## src/rtl/txt_reg_slave.sv

```systemverilog
// txt_reg_slave: register-bus slave of the VGA text controller.
// It accepts one host access per strobe and executes it against the cursor
// state and the character video RAM. o_ready_h reports the idle state back
// to the host.
module txt_reg_slave #(
    parameter int CELLS = 2000
) (
    input  logic        i_clk,
    input  logic        i_rst,
    input  logic [7:0]  i_cmd,
    input  logic [10:0] i_cursor_adr,
    input  logic [7:0]  i_port,
    input  logic        i_cs_h,
    input  logic        i_rl_wh,
    output logic        o_ready_h,
    output logic [7:0]  o_data,
    output logic [10:0] o_vram_adr,
    output logic [7:0]  o_vram_wdata,
    output logic        o_vram_we,
    input  logic [7:0]  i_vram_rdata,
    output logic [10:0] o_cursor_pos,
    output logic        o_cursor_en
);

    localparam logic [7:0]  CMD_STATUS  = 8'h00;
    localparam logic [7:0]  CMD_DATA    = 8'h01;
    localparam logic [7:0]  CMD_CUR_AL  = 8'h02;
    localparam logic [7:0]  CMD_CUR_AH  = 8'h03;
    localparam logic [7:0]  CMD_CONTROL = 8'h04;

    localparam logic [11:0] CELLS_W   = 12'(CELLS);
    localparam logic [10:0] LAST_CELL = 11'(CELLS - 1);

    typedef enum logic [1:0] {
        S_IDLE,
        S_EXEC,
        S_RD_WAIT
    } state_t;

    state_t      state;
    state_t      state_next;

    // Access captured at the strobe, held stable for the whole access.
    logic [7:0]  cmd_q;
    logic        rw_q;
    logic [7:0]  port_q;
    logic [10:0] adr_q;

    // Architectural state visible to the host.
    logic [10:0] cursor;
    logic        cursor_en;
    logic        wrapped;
    logic [7:0]  data_q;

    logic        is_data_wr;
    logic        is_data_rd;

    assign is_data_wr = rw_q && (cmd_q == CMD_DATA);
    assign is_data_rd = !rw_q && (cmd_q == CMD_DATA);

    // Cursor loads that land outside the screen snap back to cell 0.
    function automatic logic [10:0] clamp_cell(input logic [10:0] v);
        return ({1'b0, v} >= CELLS_W) ? 11'd0 : v;
    endfunction

    // State register.
    always_ff @(posedge i_clk) begin
        // NOTE: sequential state uses non-blocking assignments so every
        // register samples pre-edge values regardless of process order.
        if (i_rst) begin
            state <= S_IDLE;
        end else begin
            state <= state_next;
        end
    end

    // Next-state logic: the strobe is looked at only while idle.
    always_comb begin
        // NOTE: default assignment first, so no path leaves state_next
        // unassigned and no latch is inferred.
        state_next = state;
        case (state)
            S_IDLE:    if (i_cs_h) state_next = S_EXEC;
            S_EXEC:    state_next = is_data_rd ? S_RD_WAIT : S_IDLE;
            S_RD_WAIT: state_next = S_IDLE;
            default:   state_next = S_IDLE;
        endcase
    end

    // FSM outputs: ready while idle, a write pulse in EXEC of a DATA write.
    // The write is suppressed when reset arrives in that cycle.
    always_comb begin
        o_ready_h = (state == S_IDLE);
        o_vram_we = (state == S_EXEC) && is_data_wr && !i_rst;
    end

    // Latch the command fields when an access is accepted.
    always_ff @(posedge i_clk) begin
        if (i_rst) begin
            cmd_q  <= CMD_STATUS;
            rw_q   <= 1'b0;
            port_q <= 8'h00;
            adr_q  <= 11'd0;
        end else if (state == S_IDLE && i_cs_h) begin
            cmd_q  <= i_cmd;
            rw_q   <= i_rl_wh;
            port_q <= i_port;
            adr_q  <= i_cursor_adr;
        end
    end

    // Execute the access: update the cursor and flags, or produce read data.
    always_ff @(posedge i_clk) begin
        if (i_rst) begin
            cursor    <= 11'd0;
            cursor_en <= 1'b1;
            wrapped   <= 1'b0;
            data_q    <= 8'h00;
        end else begin
            case (state)
                S_EXEC: begin
                    if (rw_q) begin
                        case (cmd_q)
                            CMD_DATA: begin
                                if (cursor == LAST_CELL) begin
                                    cursor  <= 11'd0;
                                    wrapped <= 1'b1;
                                end else begin
                                    cursor <= cursor + 11'd1;
                                end
                            end
                            CMD_CUR_AL:  cursor    <= clamp_cell({cursor[10:8], port_q});
                            CMD_CUR_AH:  cursor    <= clamp_cell(adr_q);
                            CMD_CONTROL: cursor_en <= port_q[0];
                            default: ;
                        endcase
                    end else begin
                        case (cmd_q)
                            CMD_STATUS: begin
                                data_q  <= {5'b0, wrapped, cursor_en, 1'b1};
                                wrapped <= 1'b0;
                            end
                            // DATA read data arrives from the RAM next cycle.
                            CMD_DATA:    ;
                            CMD_CUR_AL:  data_q <= cursor[7:0];
                            CMD_CUR_AH:  data_q <= {5'b0, cursor[10:8]};
                            CMD_CONTROL: data_q <= {7'b0, cursor_en};
                            default:     data_q <= 8'h00;
                        endcase
                    end
                end
                S_RD_WAIT: data_q <= i_vram_rdata;
                default: ;
            endcase
        end
    end

    // The RAM always addresses the cursor cell; write data is the latched port.
    assign o_vram_adr   = cursor;
    assign o_vram_wdata = port_q;
    assign o_data       = data_q;
    assign o_cursor_pos = cursor;
    assign o_cursor_en  = cursor_en;

endmodule

```

## config.mk

```make
export PLATFORM = sky130hd
export DESIGN_NAME = txt_reg_slave
export DESIGN_NICKNAME = d
export VERILOG_FILES = /design/src/rtl/txt_reg_slave.sv
export SDC_FILE = /design/constraint.sdc
export NUM_CORES = 1
export LEC_CHECK = 0
export ABC_AREA = 1
export CAP_MARGIN = 20
export CORE_MARGIN = 2
export CORE_UTILIZATION = 48
export DETAILED_ROUTE_END_ITERATION = 6
export HOLD_SLACK_MARGIN = 0.05
export PLACE_DENSITY = 0.86
export SLEW_MARGIN = 20
export SYNTH_ARGS = -nofsm -noshare
export SYNTH_HDL_FRONTEND = slang
export SYNTH_SLANG_ARGS = --single-unit
```

## constraint.sdc

```tcl
create_clock -name i_clk -period 1.66 [get_ports i_clk]
set_input_delay 0.249 -clock i_clk [delete_from_list [all_inputs] [get_ports i_clk]]
set_output_delay 0.249 -clock i_clk [all_outputs]
set_load 0.005 [all_outputs]
```

== Word-level counts from Yosys, hierarchy flattened ==
Index checks and enable logic that the tools add are counted.

* $add $sub $neg: 1
* $mul: 0
* Div/mod/pow operators: 0
* $lt $le $gt $ge: 2
* Eq/ne operators: 13
* Shifts and indexed selects: 0
* Muxes and demuxes: 14
* Bitwise gates (word level): 0
* Reductions and logical operators: 17

{| class="wikitable"
|+ Operators with widths
! operator !! count
|-
| 8-bit case mux with 5 select lines || 1
|-
| 11-bit 2-to-1 mux || 3
|-
| 11-bit case mux with 3 select lines || 1
|-
| 11-bit >= comparator (second input constant) || 2
|-
| 8-bit by 2-bit equality test with 1-bit output (second input constant) || 2
|-
| 8-bit case mux with 2 select lines || 1
|-
| 11-bit by 1-bit adder with 11-bit output (second input constant) || 1
|-
| 11-bit equality test (second input constant) || 1
|-
| 3-bit AND reduction || 3
|-
| 8-bit by 1-bit equality test with 1-bit output (second input constant) || 1
|-
| 8-bit by 3-bit equality test with 1-bit output (second input constant) || 1
|-
| 8-bit logical NOT || 1
|-
| 8-bit 2-to-1 mux || 1
|-
| 2-bit inequality test (second input constant) || 4
|-
| 4-bit AND reduction || 2
|-
| 1-bit logical AND || 5
|-
| 1-bit 2-to-1 mux || 4
|-
| 2-bit 2-to-1 mux || 2
|-
| 2-bit by 1-bit inequality test with 1-bit output (second input constant) || 2
|-
| 2-bit case mux with 2 select lines || 1
|-
| 2-bit nonzero test || 2
|-
| 3-bit nonzero test || 1
|-
| 2-bit by 1-bit equality test with 1-bit output (second input constant) || 1
|-
| 2-bit equality test (second input constant) || 1
|-
| other kinds (2) || 3
|}

* Flip-flop bits (word level): 51
* Bits in latches: 0
* Memory bits (writable): 0
* Memory bits (read-only): 0
* Bits of input ports: 39
* Output and inout port bits: 41
* Logic and storage cells: 57
* Memories: 0

== Depth between registers and ports, before layout ==
Gate-level depths: netlist (run 1).

* Depth after elaboration: 4
* Depth in mapped cells: 10
* Depth with buffers taken out: 10

== Worst setup path before layout (run 1) ==
No wires, ideal clock.

* Kind: register to register
* Start: register cursor[0], in the netlist o_cursor_pos[0]
* End: register cursor[8], in the netlist o_cursor_pos[8]
* Setup time: 0.112 ns
* Arrival time: 1.313 ns
* Required time: 1.548 ns
* Setup slack: 0.236 ns
* Cell stages (with the launch flop): 9
* Path buffers: 0
* Clock period less this slack: 1.424 ns
* Cell sequence: dfxtp_1 ha_1 nand3_1 nor2_1 nand3_1 nand3_1 nor2_1 nor2_1 nor2_1

* Word-level cells in the longest chain between the ends: 3
* Elaborated cells between the ends (all ways): 4
* Classes of those cells: 1 x add/sub; 1 x eq/ne; 2 x mux

{| class="wikitable"
|+ RTL lines
! item !! RTL line !! source
|-
| start: declaration || 50 || <nowiki>logic [10:0] cursor;</nowiki>
|-
| start signal: assignment || 129 || <nowiki>cursor <= cursor + 11'd1;</nowiki>
|-
| start signal: assignment || 132 || <nowiki>CMD_CUR_AL: cursor <= clamp_cell({cursor[10:8], port_q});</nowiki>
|-
| start signal: assignment || 133 || <nowiki>CMD_CUR_AH: cursor <= clamp_cell(adr_q);</nowiki>
|-
| 11-bit by 1-bit adder with 11-bit output or 11-bit equality test (tied branches) || 129, 125 ||
|-
| 11-bit 2-to-1 mux (*) || 125 || <nowiki>if (cursor == LAST_CELL) begin</nowiki>
|-
| 11-bit case mux with 3 select lines (*) || 123 || <nowiki>case (cmd_q)</nowiki>
|}

Every way passes the cells marked *; elsewhere a longest branch is shown, timed or not.
A chain may end at the register's enable or synchronous reset.

== Worst setup path in the final report (run 1) ==
* Start: register cursor[2], in the netlist o_cursor_pos[2]
* End: output port o_cursor_pos[2]

{| class="wikitable"
|+ RTL lines
! item !! RTL line !! source
|-
| end: declaration || 21 || <nowiki>output logic [10:0] o_cursor_pos,</nowiki>
|}

No word-level cell between the ends.

==> summary.md, run 1 <==
| Metric | Value |
|---|---|
| Worst Skew | 0.008689 ns |
| Synthesized area per cell | 6.474 um^2 |
| DR vias | 3028 |
| Worst Hold Class | reg -> reg |
| Final setup fails | 0 |
| Vias in the first global route | about 2900 |
| Mapped cell area | 2790 um^2 |
| Leakage | 1.598 nW |
| Largest net degree at the start of global routing | 36 |
| Most frequent cell after synthesis | nor2_1 |
| Initial Util | 0.5006 |
| Sequential share of the synthesized area | 0.3659 |
| Worst Path Arrival | 1.37 ns |
| P&R area growth vs syn | 36.28% |
| Crit path max-delay cell type | clkdlybuf4s50_1 |
| CP required | 1.41 ns |
| DRC Markers | 0 |
| Crit path launch type | register |
| Boundary pin count | 80 |
| Async SR Flop Fraction | 0 |
| #FFs+latches synth | between 50 and 60 |
| Worst-margin pin slew | 0.4054 ns |
| Die Y | 80.24 um |
| Horiz. Die Dim | approximately 80 um |
| R2R depth | 8 |
| RePlAce Congestion | just over 0.9 |
| Most instantiated cells after synthesis | nor2_1 (86), nand2_1 (81), dfxtp_1 (51), o21ai_0 (47), nand3_1 (46) |
| Vias per cell | 5.194 |
| Die ar. | 6438 um^2 |
| Syn nets | roughly 470 |
| Maxcap violations | 0 |
| CTS Hold Bufs | 0 |
| Setup crit end kind | output port |
| Final period util | 0.9776 |
| WP buf/inv | 1 |
| Clk buf depth | 2 |
| Yosys cell types | 30 |
| Kind of critical path | reg -> out |
| Hold Path Depth | 2 |
| Estimated wirelength of the detail-placed design | 5.742 mm |
| F_max | 616.2 MHz |
| Max incr delay on CP | 0.56 ns |
| Period minus WS final | about 1.6 ns |
| TritonCTS buffer count | 5 |
| Slew Viols, Final | 0 |
| Syn Inst Count | 431 |
| EDFF count, synth | 0 |
| Worst slew margin | 0.7294 |
| # rows | 27 |
| Routed WL | approximately 7.6 mm |
| Fillers | roughly 470 |
| Status | finished clean |
| Core area | around 5600 um^2 |
| GRT Util Overall | 0.2482 |
| CP Max Fanout | 8 |
| Final count of hold timing violations | 0 |
| Clk_lat worst skew | 0.31 ns |
| Power per cell area | ~670 nW/um^2 |
| Final ANT Viol Nets | 0 |
| Top post-synthesis cells by area | dfxtp_1 (37%), nor2_1 (12%), nand2_1 (11%) |
| CTS tree | built |
| Post-synth top flop | dfxtp_1 |
| Maximum vdd drop | approximately 500 uV |
| Hold WS | roughly 0.47 ns |
| Pre-Repair DR Iteration Count | 5 |
| Detailed Route Iter0 Violations | 305 |
| First-pass GRT wire length | 12.66 mm |
| Avg WL per Cell | 12.98 um |
| Total gr overflow | 0 |
| Number of port buffers | 79 |
| Crit-path cells | clkdlybuf4s50_1 |
| Share of post-route cells with drive strength above 1 | 0.1135 |
| Power Total | 2.562 mW |
| CTS HTree Levels | 2 |
| Yosys top cell by area | dfxtp_1 |
| Number of diodes | 0 |
| Yosys top cell area share | 0.3659 |
| Clock Sinks | 51 |
| Cell count along the critical path | 1 |
| Yosys Warn Count | 0 |
| Initial antenna violation count | 0 |
| CTS clk-pin slew, worst paths | 0.10 ns |
| Root Buffer | clkbuf_8 |
| RSZ-0062 raised after global routing | yes |
| CP delay by family, top | buffers and inverters |
| Final #Nets | 550 |
-- area by class of cell --
cell class                      instances  area (um^2)  area share
Multi-Input combinational cell        316         1514      0.3982
Timing Repair Buffer                   97        937.1      0.2465
Inverter                               39        146.4     0.03850
Tap cell                               72        90.09     0.02369
Clock inverter                          2        12.51    0.003291
Sequential cell                        51         1030      0.2708
Clock buffer                            6        72.57     0.01909
-- metal layers --
layer  up-vias  track usage  routed length (um)
met3        16      0.05393                 602
met2       134       0.4275                3674
li1       1534            -                   -
met1      1344       0.3012                3113
met5         -            0                   0
met4         0      0.09322                 176
-- per-stage QoR --
| stage | setup TNS [ns] | cells | util | worst slack [ns] | cell area, um^2 |
|---|---|---|---|---|---|
| floorplan | 0 | 431 | - | 0.2358 | 2790 |
| global placement | 0 | 573 | 0.6566 | 0.03534 | 3660 |
| detailed placement | 0 | 573 | 0.6566 | 0.0003241 | 3660 |
| CTS | 0 | 583 | 0.6754 | 0.005193 | 3765 |
| global route | -0.04491 | 583 | 0.6822 | -0.01870 | 3802 |
| finish | 0 | 583 | 0.6822 | 0.03721 | 3802 |
-- placed cells by master (no fill, tap or decap) --
cell,count
a21oi_1,20
buf_12,1
buf_4,16
buf_6,1
clkbuf_1,1
clkbuf_2,1
clkbuf_8,5
clkdlybuf4s50_1,78
clkinv_2,1
clkinvlp_4,1
dfxtp_1,46
dfxtp_2,4
dfxtp_4,1
ha_1,1
inv_1,36
inv_2,3
nand2_1,79
nand2_2,7
nand2_4,1
nand3_1,46
nand3_2,1
nand3_4,1
nand3b_1,3
nand4_1,4
nor2_1,82
nor2_2,5
nor2_4,6
nor2_8,1
nor3_1,3
nor3_2,1
o2111ai_1,1
o211ai_1,1
o21a_1,1
o21ai_0,47
o21ai_1,2
or2_2,1
xnor2_1,1
xor2_1,1
-- cell families (layout without fill, tap and decap cells) --
group | after synthesis | after routing | share of synthesized area
AOI/OAI and AO/OA | 72 | 72 | 0.1323
adders and majority gates | 1 | 1 | 0.004484
buffers and inverters | 64 | 144 | 0.1040
xor gates and xnor gates | 2 | 2 | 0.006279
and+or+nand+nor | 241 | 241 | 0.3870
DFF | 51 | 51 | 0.3659
-- power by group --
group | total (mW) | switching (mW) | internal (mW)
combinational | 0.490 | 0.240 | 0.250
sequential | 1.35 | 0.0584 | 1.29
clock | 0.719 | 0.423 | 0.296
-- flip-flops by register name, indices dropped and copies added (netlist names) --
name,cells
adr_q,11
o_cursor_en,1
cmd_q,8
wrapped,1
rw_q,1
o_cursor_pos,11
state,2
o_vram_wdata,8
o_data,8
-- path summary, 6_finish.rpt --
kind | from | end | slack, ns
min | adr_q[2] | adr_q[2] | 0.47
min reg2reg | adr_q[2] | adr_q[2] | 0.47
max reg2reg | cmd_q[2] | o_cursor_pos[4] | 0.09
max | o_cursor_pos[2] | o_cursor_pos[2] | 0.04
-- repair_timing --
action                                  in CTS  in global routing
pin swaps                                    2                  4
endpoints found under the setup margin       1                 21
buffers inserted                             2                  0
gates resized for setup                      3                 17
cloned                                       0                  0
(Power assumes the default switching activity.)
==> inputs of run 2 (changes only) <==
Settings changed: CELL_PAD_IN_SITES_DETAIL_PLACEMENT from default to 2, CELL_PAD_IN_SITES_GLOBAL_PLACEMENT from default to 2, CORE_UTILIZATION 48 to 25, PLACE_DENSITY 0.86 to 0.85.
==> run 2 against run 1 <==
  * Core utilization fell by 31 points
  * Design area up 5.5%
  * Register-to-register slack about the same
  * Setup slack got worse by 0.0052 ns
  * Flip-flop and latch count did not move
  * Routed wire length up 46%
  * Total power is 8.6% higher
  * Critical endpoint is now o_vram_wdata[0]
==> summary.md, run 2 (synthesis gave the netlist of run 1 again) <==
| Metric | Value |
|---|---|
| Status | finished clean |
| Core area | 10890 um^2 |
| Sw frac | 0.2834 |
| Sequential share of power | 0.489 |
| Horiz. Die Dim | roughly 110 um |
| R2r startpoint | o_cursor_pos[0] |
| Kind of critical path | reg -> out |
| Avg WL per Cell | 16.82 um |
| P&R area growth vs syn | 43.72% |
| Slew Viols, Final | 0 |
| Worst slew margin | 0.7145 |
| Clk buf depth | 2 |
| Reg2reg setup slack | approximately 0.09 ns |
| DRC Markers | 0 |
| Root Buffer | clkbuf_8 |
| RePlAce Congestion | 0.8176 |
| Number of port buffers | 79 |
| Die Y | 109.6 um |
| Final setup fails | 0 |
| Boundary pin count | 80 |
| CTS clk-pin slew, worst paths | 0.10 ns |
| Cell count along the critical path | 1 |
| Crit-path cells | clkdlybuf4s50_1 |
| Setup crit end kind | output port |
| Total internal power | approximately 2.0 mW |
| Final count of hold timing violations | 0 |
| Period minus WS final | about 1.6 ns |
| Worst Skew | between 0.009 and 0.01 ns |
| CP startpoint | o_vram_wdata[0] |
| CP required | roughly 1.4 ns |
| Maxcap violations | 0 |
| WHS Endpoint | wrapped |
| NetSw | roughly 0.79 mW |
| F_max | 614.3 MHz |
| Most frequent cells in the layout | nor2_1 (81), nand2_1 (79), clkdlybuf4s50_1 (78) |
| R2R depth | 8 |
| Pre-Repair DR Iteration Count | 4 |
| Cell Count, Final, Fillers Out | 658 |
| Max incr delay on CP | 0.57 ns |
| TritonCTS buffer count | 5 |
| Clock Sinks | 51 |
| Total gr overflow | 0 |
| WP buf/inv | 1 |
| Crit path max-delay cell type | clkdlybuf4s50_1 |
| Die ar. | 12020 um^2 |
| Worst Path Arrival | 1.38 ns |
| Worst setup slack after layout | 0.03200 ns |
| Vias per cell | roughly 4.8 |
| Final ANT Viol Nets | 0 |
| Largest net degree at the start of global routing | 38 |
| Final #Nets | around 560 |
| Final Util | 0.3683 |
| Maximum vdd drop | roughly 350 uV |
| Initial antenna violation count | 0 |
| Initial Util | 0.2563 |
| Clk_lat worst skew | 0.32 ns |
| Most common cell after layout, fill and taps aside | nor2_1 |
| Detailed Route Iter0 Violations | 122 |
| Post-Place Worst Slack | -0.05755 ns |
| Clock power frac | 0.321 |
| CP Max Fanout | 4 |
| Worst hold path startpoint | wrapped |
| CTS HTree Levels | 2 |
| Share of post-route cells with drive strength above 1 | 0.1429 |
| R2R Path End | o_cursor_pos[3] |
| Hold Path Depth | 1 |
| CTS Hold Bufs | 0 |
| Comb pwr share | 0.189 |
| Crit path launch type | register |
| TNS Setup | 0 ns |
| Estimated wirelength of the detail-placed design | ~8.5 mm |
| Vias in the first global route | around 3400 |
| Number of diodes | 0 |
| CP delay by family, top | buffers and inverters |
| Worst-margin pin slew | 0.4277 ns |
| Final period util | 0.9807 |
| CTS tree | built |
| Worst Hold Class | reg -> reg |
| Routed WL | 11.07 mm |
| Placed cell count | between 600 and 700 |
| # rows | 38 |
| GRT Util Overall | 0.1923 |
| First-pass GRT wire length | 17.63 mm |
| Power per cell area | roughly 690 nW/um^2 |
| DR vias | 3191 |
| Leakage | 1.663 nW |
==> run 2: cell types whose count changed in the layout (fill, tap and decap cells not counted), sizes merged <==
| cell | before | now |
|---|---|---|
| buf | 18 | 26 |
| clkinvlp | 1 | 0 |
| clkinv | 1 | 0 |
| bufinv | 0 | 1 |
==> run 2: power by group through the flow <==
stage	clock network, mW	logic, mW	registers, mW
after global placement	0	0.489	1.38
after floorplan	0	0.236	1.37
after global routing	0.955	0.589	1.37
final	0.894	0.527	1.36
after CTS	0.913	0.528	1.36
after detailed placement	0	0.519	1.38
==> run 2: worst max path at each step <==
stage	endpoint	slack, ns
CTS	o_vram_we	0.001
finish	o_vram_wdata[0]	0.03
global placement	o_vram_we	0.03
global route	o_vram_we	-0.02
floorplan	o_cursor_pos[8]	0.24
detailed placement	o_vram_we	-0.06
==> run 2: per-layer routing <==
metal | track usage | share of wire
met1 | 0.2217 | 0.42
met2 | 0.3655 | 0.54
met3 | 0.03023 | 0.028
met4 | 0.04973 | 0.012
met5 | 0 | 0
==> run 2: timing repair <==
action / CTS / global route
gates resized for setup: 15 / 15
pin swaps: 2 / 4
endpoints found under the setup margin: 14 / 25
buffers inserted: 0 / 3
==> run 2: metrics by stage <==
step / instance area, um^2 / hold slack, ns / power (mW)
floorplan: 2790 / 0.3214 / 1.604
global placement: 3810 / 0.4565 / 1.866
detailed placement: 3810 / 0.4622 / 1.903
CTS: 3944 / 0.4839 / 2.801
global route: 4010 / 0.5138 / 2.914
finish: 4010 / 0.4827 / 2.781
==> run 2: area by class of cell <==
cell class	count	area (um^2)
Multi-Input combinational cell	316	1521
Tap cell	140	175.2
Clock buffer	6	72.57
Timing Repair Buffer	105	1026
Fill cell	1285	6878
Sequential cell	51	1039
Inverter	39	146.4
Clock inverter	1	30.03
